[src/rtl/spi_master.sv]
// Mode-0 SPI master that exchanges MSB-first bytes. SCLK is derived from CLK by a half-period divider.
// A byte is exchanged on each start. SS can stay low between bytes to form a multi-byte burst.
module spi_master #(
  parameter int CLK_DIV = 4
) (
  input  logic       CLK,
  input  logic       RESET,
  input  logic       start,
  input  logic [7:0] data_to_send,
  input  logic       hold_ss,
  input  logic       release_ss,
  output logic       busy,
  output logic [7:0] received_data,
  output logic       data_valid,
  output logic       SCLK,
  output logic       MOSI,
  input  logic       MISO,
  output logic       SS
);

  localparam int CW = (CLK_DIV > 1) ? $clog2(CLK_DIV) : 1;
  localparam logic [CW-1:0] CNT_LAST = CW'(CLK_DIV - 1);

  typedef enum logic [2:0] {
    S_IDLE, S_LEAD, S_SCLK_HI, S_SCLK_LO, S_LAG, S_HOLD, S_GAP
  } state_t;

  state_t        state_q;
  logic [CW-1:0] cnt_q;
  logic [2:0]    bit_cnt_q;
  logic [6:0]    tx_shift_q;   // bits still to send after the one currently on MOSI
  logic [7:0]    rx_shift_q;
  logic [7:0]    rx_data_q;
  logic          hold_q;
  logic          sclk_q;
  logic          mosi_q;
  logic          ss_q;
  logic          busy_q;
  logic          dv_q;

  wire cnt_done = (cnt_q == CNT_LAST);

  always_ff @(posedge CLK) begin
    if (RESET) begin
      state_q    <= S_IDLE;
      cnt_q      <= '0;
      bit_cnt_q  <= '0;
      tx_shift_q <= '0;
      rx_shift_q <= '0;
      rx_data_q  <= '0;
      hold_q     <= 1'b0;
      sclk_q     <= 1'b0;
      mosi_q     <= 1'b0;
      ss_q       <= 1'b1;
      busy_q     <= 1'b0;
      dv_q       <= 1'b0;
    end else begin
      dv_q <= 1'b0;
      case (state_q)
        S_IDLE, S_HOLD: begin
          // A start request wins over release_ss when both are present in HOLD.
          if (start) begin
            tx_shift_q <= data_to_send[6:0];
            mosi_q     <= data_to_send[7];
            hold_q     <= hold_ss;
            bit_cnt_q  <= '0;
            cnt_q      <= '0;
            ss_q       <= 1'b0;
            busy_q     <= 1'b1;
            state_q    <= S_LEAD;
          end else if (state_q == S_HOLD && release_ss) begin
            cnt_q   <= '0;
            ss_q    <= 1'b1;
            busy_q  <= 1'b1;
            state_q <= S_GAP;
          end
        end
        S_LEAD, S_SCLK_LO: begin
          if (cnt_done) begin
            cnt_q      <= '0;
            sclk_q     <= 1'b1;
            rx_shift_q <= {rx_shift_q[6:0], MISO};
            state_q    <= S_SCLK_HI;
          end else begin
            cnt_q <= cnt_q + CW'(1);
          end
        end
        S_SCLK_HI: begin
          if (cnt_done) begin
            cnt_q  <= '0;
            sclk_q <= 1'b0;
            if (bit_cnt_q == 3'd7) begin
              state_q <= S_LAG;
            end else begin
              bit_cnt_q  <= bit_cnt_q + 3'd1;
              mosi_q     <= tx_shift_q[6];
              tx_shift_q <= {tx_shift_q[5:0], 1'b0};
              state_q    <= S_SCLK_LO;
            end
          end else begin
            cnt_q <= cnt_q + CW'(1);
          end
        end
        S_LAG: begin
          if (cnt_done) begin
            cnt_q     <= '0;
            rx_data_q <= rx_shift_q;
            dv_q      <= 1'b1;
            mosi_q    <= 1'b0;
            if (hold_q) begin
              busy_q  <= 1'b0;
              state_q <= S_HOLD;
            end else begin
              ss_q    <= 1'b1;
              state_q <= S_GAP;
            end
          end else begin
            cnt_q <= cnt_q + CW'(1);
          end
        end
        S_GAP: begin
          // Keeps SS high for a full half-period before another byte can start.
          if (cnt_done) begin
            cnt_q   <= '0;
            busy_q  <= 1'b0;
            state_q <= S_IDLE;
          end else begin
            cnt_q <= cnt_q + CW'(1);
          end
        end
        default: state_q <= S_IDLE;
      endcase
    end
  end

  assign busy          = busy_q;
  assign received_data = rx_data_q;
  assign data_valid    = dv_q;
  assign SCLK          = sclk_q;
  assign MOSI          = mosi_q;
  assign SS            = ss_q;

endmodule

[config.mk]
export PLATFORM = sky130hd
export DESIGN_NAME = spi_master
export DESIGN_NICKNAME = d
export VERILOG_FILES = /design/src/rtl/spi_master.sv
export SDC_FILE = /design/constraint.sdc
export NUM_CORES = 1
export LEC_CHECK = 0
export BUFFER_PORTS_ARGS = -buffer_cell sky130_fd_sc_hd__buf_4
export CORE_ASPECT_RATIO = 0.6
export CORE_MARGIN = 2
export CORE_UTILIZATION = 60
export DETAILED_ROUTE_END_ITERATION = 6
export PLACE_DENSITY = 0.87
export RECOVER_POWER = 100
export SLEW_MARGIN = 0
export SYNTH_ARGS = -nofsm -noshare
export SYNTH_HDL_FRONTEND = slang
export SYNTH_SLANG_ARGS = --single-unit
[constraint.sdc]
create_clock -name CLK -period 2.39 [get_ports CLK]
set_input_delay 0.1195 -clock CLK [delete_from_list [all_inputs] [get_ports CLK]]
set_output_delay 0.1195 -clock CLK [all_outputs]
set_load 0.02 [all_outputs]
# == Word level (Yosys, flattened, before mapping) ==
# Index checks and enable logic that the tools add are counted.
# totals
ff_bits,37
latchBits,0
mem_bits_rw,0
rom_bits,0
in_bits,14
output_inout_bits,13
n_memories,0
# classes
add_sub_neg,2
multipliers,0
n_div,0
magnitude_cmp,0
n_eq_ne,17
shifts,0
n_mux,38
bitwise,1
n_reduce_logical,22
# op_table
op,count
two-way mux 3 bit,10
two-way mux 7 bit,3
!= test 2 bit (second input constant),8
one-hot mux 3 bit (5 select lines),1
AND reduction 5 bit,3
one-hot mux 7 bit (2 select lines),1
two-way mux 1 bit,13
equality test 3 bit (second input constant),4
two-way mux 2 bit,4
AND reduction 2 bit,4
AND reduction 4 bit,2
nonzero test 2 bit,4
equality test 3 x 2 -> 1 bit (second input constant),2
one-hot mux 1 bit (3 select lines),2
one-hot mux 3 bit (2 select lines),1
nonzero test 3 bit,2
OR reduction 2 bit,3
OR reduction 5 bit,1
one-hot mux 1 bit (2 select lines),2
one-hot mux 2 bit (2 select lines),1
adder 3 x 1 -> 3 bit (second input constant),1
equality test 3 x 1 -> 1 bit (second input constant),1
logical NOT 3 bit,1
!= test 3 bit (second input constant),1
other kinds (5),5

# == Longest topological paths before layout ==
# logic_depth
word_depth,5
mapped_depth,7
ltp_nobuf,6

# == Least setup slack after synthesis ==
# OpenSTA, ideal clock, no wires.
# synth_timing
path_type,register -> register
from,register bit_cnt_q[0]
to,register tx_shift_q[1]
t_arrival_ps,1456
t_required_ps,2299
slack_ps,843
stages_incl_launch_ff,8
path_buffers,1
synth_period_minus_slack_ps,1547
path_cell_list,dfxtp_1 -> ha_1 -> ha_1 -> nand3b_1 -> a21oi_2 -> buf_4 -> nor3_1 -> a311oi_1
# synth_between
elab_chain_len,3
# synth_rtl
element,line,source
from (decl),30,logic [2:0] bit_cnt_q;
from (signal assigned),95,bit_cnt_q <= bit_cnt_q + 3'd1;
equality test 3 bit,92,if (bit_cnt_q == 3'd7) begin
!= test 2 bit (no line),n/a,
AND reduction 4 bit (no line),n/a,
to (signal assigned),63,tx_shift_q <= data_to_send[6:0];
to (signal assigned),97,"tx_shift_q <= {tx_shift_q[5:0], 1'b0};"
to (decl),31,logic [6:0] tx_shift_q;
# No other way between the ends.
# A chain may end at the register's enable or synchronous reset.

# == Worst setup path after layout ==
# layout_timing
from,register state_q[0]
to,register tx_shift_q[4]
# layout_between
elab_chain_len,4
elab_cells_between_ends,10
cone_classes,eq/ne: 5; mux: 1; reduce/logical: 4
# layout_rtl
element,line,source
from (decl),28,state_t state_q;
from (signal assigned),45,state_q <= S_IDLE;
from (signal assigned),70,state_q <= S_LEAD;
from (signal assigned),75,state_q <= S_GAP;
equality test 3 bit / logical NOT 3 bit (equally long branches),59,case (state_q)
OR reduction 2 bit,59,
!= test 2 bit (no line) / nonzero test 2 bit (equally long branches),n/a,
AND reduction 4 bit (no line),n/a,
# Parallel ways exist; a longest one is shown, timed or not.

==> metrics.md <==
| Metric | Value |
|---|---|
| Synth Register Bits | 37 |
| P_leak | 0.8243 nW |
| DP HPWL | 2.669 mm |
| Io pins | 27 |
| Gpl congestion | 0.8754 |
| Reg2reg path depth | 4 |
| Initial antenna violation count | 0 |
| Routed wl met2 | 1.808 mm |
| Min cycle time layout | 2060 ps |
| Number of global-route vias before repair | 1353 |
| RSZ-0062 raised after global routing | no |
| Critical path class | reg -> reg |
| Hold buffers post-CTS | 0 |
| Sum Neg Setup Slack | 0 ps |
| Number of warnings issued by yosys | 0 |
| Mux contribution to synthesized area | 0.05498 |
| Starting Density | 0.6340 |
| EDFF count, synth | 0 |
| CTS tree | yes |
| Compound-gate portion of the synthesized area | 0.2124 |
| Data arrival, critical path | 2260 ps |
| Worst-Margin Slew | 863.0 ps |
| Total CTS buffers | 5 |
| Avg Vias per Cell | 5.924 |
| CP Depth | 4 |
| Total Die Area | 3505 um^2 |
| Drt total wl | 4.244 mm |
| Crit path launch type | flop |
| Worst path slowest cell | dfxtp_1 |
| R2R Path Start | state_q[0] |
| Area leader, netlist | dfxtp_1 |
| Largest family of logic cells by synthesized area | simple AND/OR/NAND/NOR gates |
| DR pass1 iterations | 4 |
| Clk Tree Root Cell | clkbuf_8 |
| Synth Area in Simple Gates | 0.2378 |
| Status | completed |
| Fin cells | 278 |
| Post-synthesis cell type count | 51 |
| Ant. Diodes | 0 |
| Top Family by Delay on Critical Path | flip-flops |
| Hold path cells | 3 |
| Remaining antenna violation count | 0 |
| Worst Skew | 4.229 ps |
| Seq/Total Area, Yosys | 0.4069 |
| Total clock sinks | 37 |
| Via Count | 1647 |
| Xor/xnor share of the synthesized area | 0.004811 |
| Row count | 15 |
| Primary FF master, synth | dfxtp_1 |
| Met3 wire len | 374 um |
| Power Total | 1.970 mW |
| Placeable core region | 2872 um^2 |
| Share of the synthesized area in the top cell type | 0.4069 |
| Number of port buffers | 26 |
| Slew HR | 0.4203 |
| Buf/Inv on CP | 0 |
| WL per Instance | 15.27 um |
| Met1 Wirelength | 2.004 mm |
| Nets | 252 |
| Overall routing resource usage | 0.2586 |
| Final hold violation count | 0 |
| Power Density | 962.9 nW/um^2 |
| Asr flop ratio synth | 0 |
| Util after Layout | 0.7124 |
| Cells after Synth | 215 |
| Top sig layer | met4 |
| Required time of the critical path | 2590 ps |
| First-pass GRT wire length | 6.617 mm |
| R2R setup slack | 330 ps |
| Max VDD drop | 587.2 uV |
| Adder-cell share of the synthesized area | 0.02062 |
| Slew Limit Fails | 0 |
| Final setup vio count | 0 |
| H-tree levels | 2 |
| Top cells by area, synth | dfxtp_1, nand2_1, mux2i_1 |
| Die height | 46.67 um |
| Hold Crit Class | in -> reg |
| Mapped cell area | 1820 um^2 |
| Max cap viols | 0 |
| Design area | 2046 um^2 |
| Final period util | 0.8621 |
| Critical Path, Cell by Cell | or2_0 > a21o_1 > nand2_1 > a311oi_1 |
| Synthesized area per cell | 8.467 um^2 |
| Fin worst setup slack | 329.7 ps |
| Grt total ovfl | 0 |
| Cell Area, Placed | 1984 um^2 |
| Fmax | 485.4 MHz |
| Worst Hold Launch | MISO |
| Pre-CTS setup slack | 449.1 ps |
| Worst Hold End | rx_shift_q[0] |
| Critical R2R Capture | tx_shift_q[4] |
| Maximum clock path buffer count | 2 |
| Initial DRC Count | 212 |
| Synthesized Nets | 232 |
| WHS | 55.98 ps |
| Crit-path max FO | 26 |
| Clock Pin Slew Worst Setup and Hold Paths | 80 ps |
| Clk_lat worst skew | 290 ps |
| CTS resizes | 0 |
| CP max stage delay | 880 ps |
| # placed instances | 270 |
| DRC | 0 |
| Area grow syn2layout | 12.37% |
| Proportion of layout cells with a drive suffix above 1 | 0.1271 |
| Number of setup buffers added after CTS | 0 |
| Pin count of the biggest net entering global routing | 38 |
| Die X | 75.11 um |
| Endpoint class of the critical path | flop |
-- logic make-up after synthesis --
| kind of cell | count (synthesis) |
|---|---|
| and+or+nand+nor | 89 |
| AOI/OAI and AO/OA | 56 |
| DFF | 37 |
| buffers and inverters | 19 |
| muxes | 10 |
| adders and majority gates | 3 |
| xor gates and xnor gates | 1 |
-- power by group --
part | internal, mW | switching [mW]
Clock | 0.339 | 0.233
Sequential | 0.697 | 0.132
Combinational | 0.235 | 0.334
-- Yosys cell counts, types with 3 or more instances --
cell type  count
buf_6          3
a311oi_1       6
dfxtp_1       37
buf_4          4
ha_1           3
inv_1          4
a31oi_1        3
nor3_1         8
a21o_1         3
clkbuf_1       3
mux2i_1       10
buf_2          4
nand3_1        6
a21oi_1       19
nand2_1       39
o21ai_0        7
nor2_1        18
-- layout by cell type, fill, tap and decap left out, types with 3 or more instances in the layout --
cell type  synthesis  layout
a21o_1             3       3
nand2_1           39      39
a31oi_1            3       3
a311oi_1           6       6
inv_1              4       4
mux2i_1           10      10
clkbuf_8           0       6
nor3_1             8       9
buf_4              4      15
nor2_1            18      18
dfxtp_1           37      37
ha_1               3       3
a21oi_1           19      19
o21ai_0            7       8
clkbuf_1           3      13
nand3_1            6       6
-- routing by layer --
| metal | vias up | track usage |
|---|---|---|
| li1 | 809 | - |
| met1 | 755 | 0.3818 |
| met2 | 74 | 0.3632 |
| met3 | 9 | 0.07002 |
| met4 | 0 | 0.08214 |
| met5 | - | 0 |
-- flip-flops by register name (all words and copies together) (netlist names) --
name / cells
MOSI: 1
SCLK: 1
SS: 1
bit_cnt_q: 3
busy: 1
cnt_q: 2
data_valid: 1
hold_q: 1
received_data: 8
rx_shift_q: 8
state_q: 3
tx_shift_q: 7
-- final cells by class --
type / instances / area, um^2
Clock inverter: 2 / 37.54
Multi-Input combinational cell: 159 / 955.9
Fill cell: 245 / 825.8
Sequential cell: 37 / 740.7
Inverter: 4 / 15.01
Timing Repair Buffer: 28 / 161.4
Clock buffer: 6 / 82.58
Tap cell: 42 / 52.55
-- tightest hold or removal path, stage by stage --
cell	delay, ps
buf_4	80
mux2i_1	50
nor2_1	70
-- worst max path at each step --
stage                             from             to  slack [ps]
after global placement    bit_cnt_q[0]  tx_shift_q[4]         490
final                       state_q[0]  tx_shift_q[4]         330
after CTS                 bit_cnt_q[0]  tx_shift_q[2]         380
after global routing        state_q[1]  tx_shift_q[2]         170
after floorplan           bit_cnt_q[0]  tx_shift_q[1]         840
after detailed placement    state_q[0]  rx_shift_q[7]         450
(Power assumes the default switching activity.)
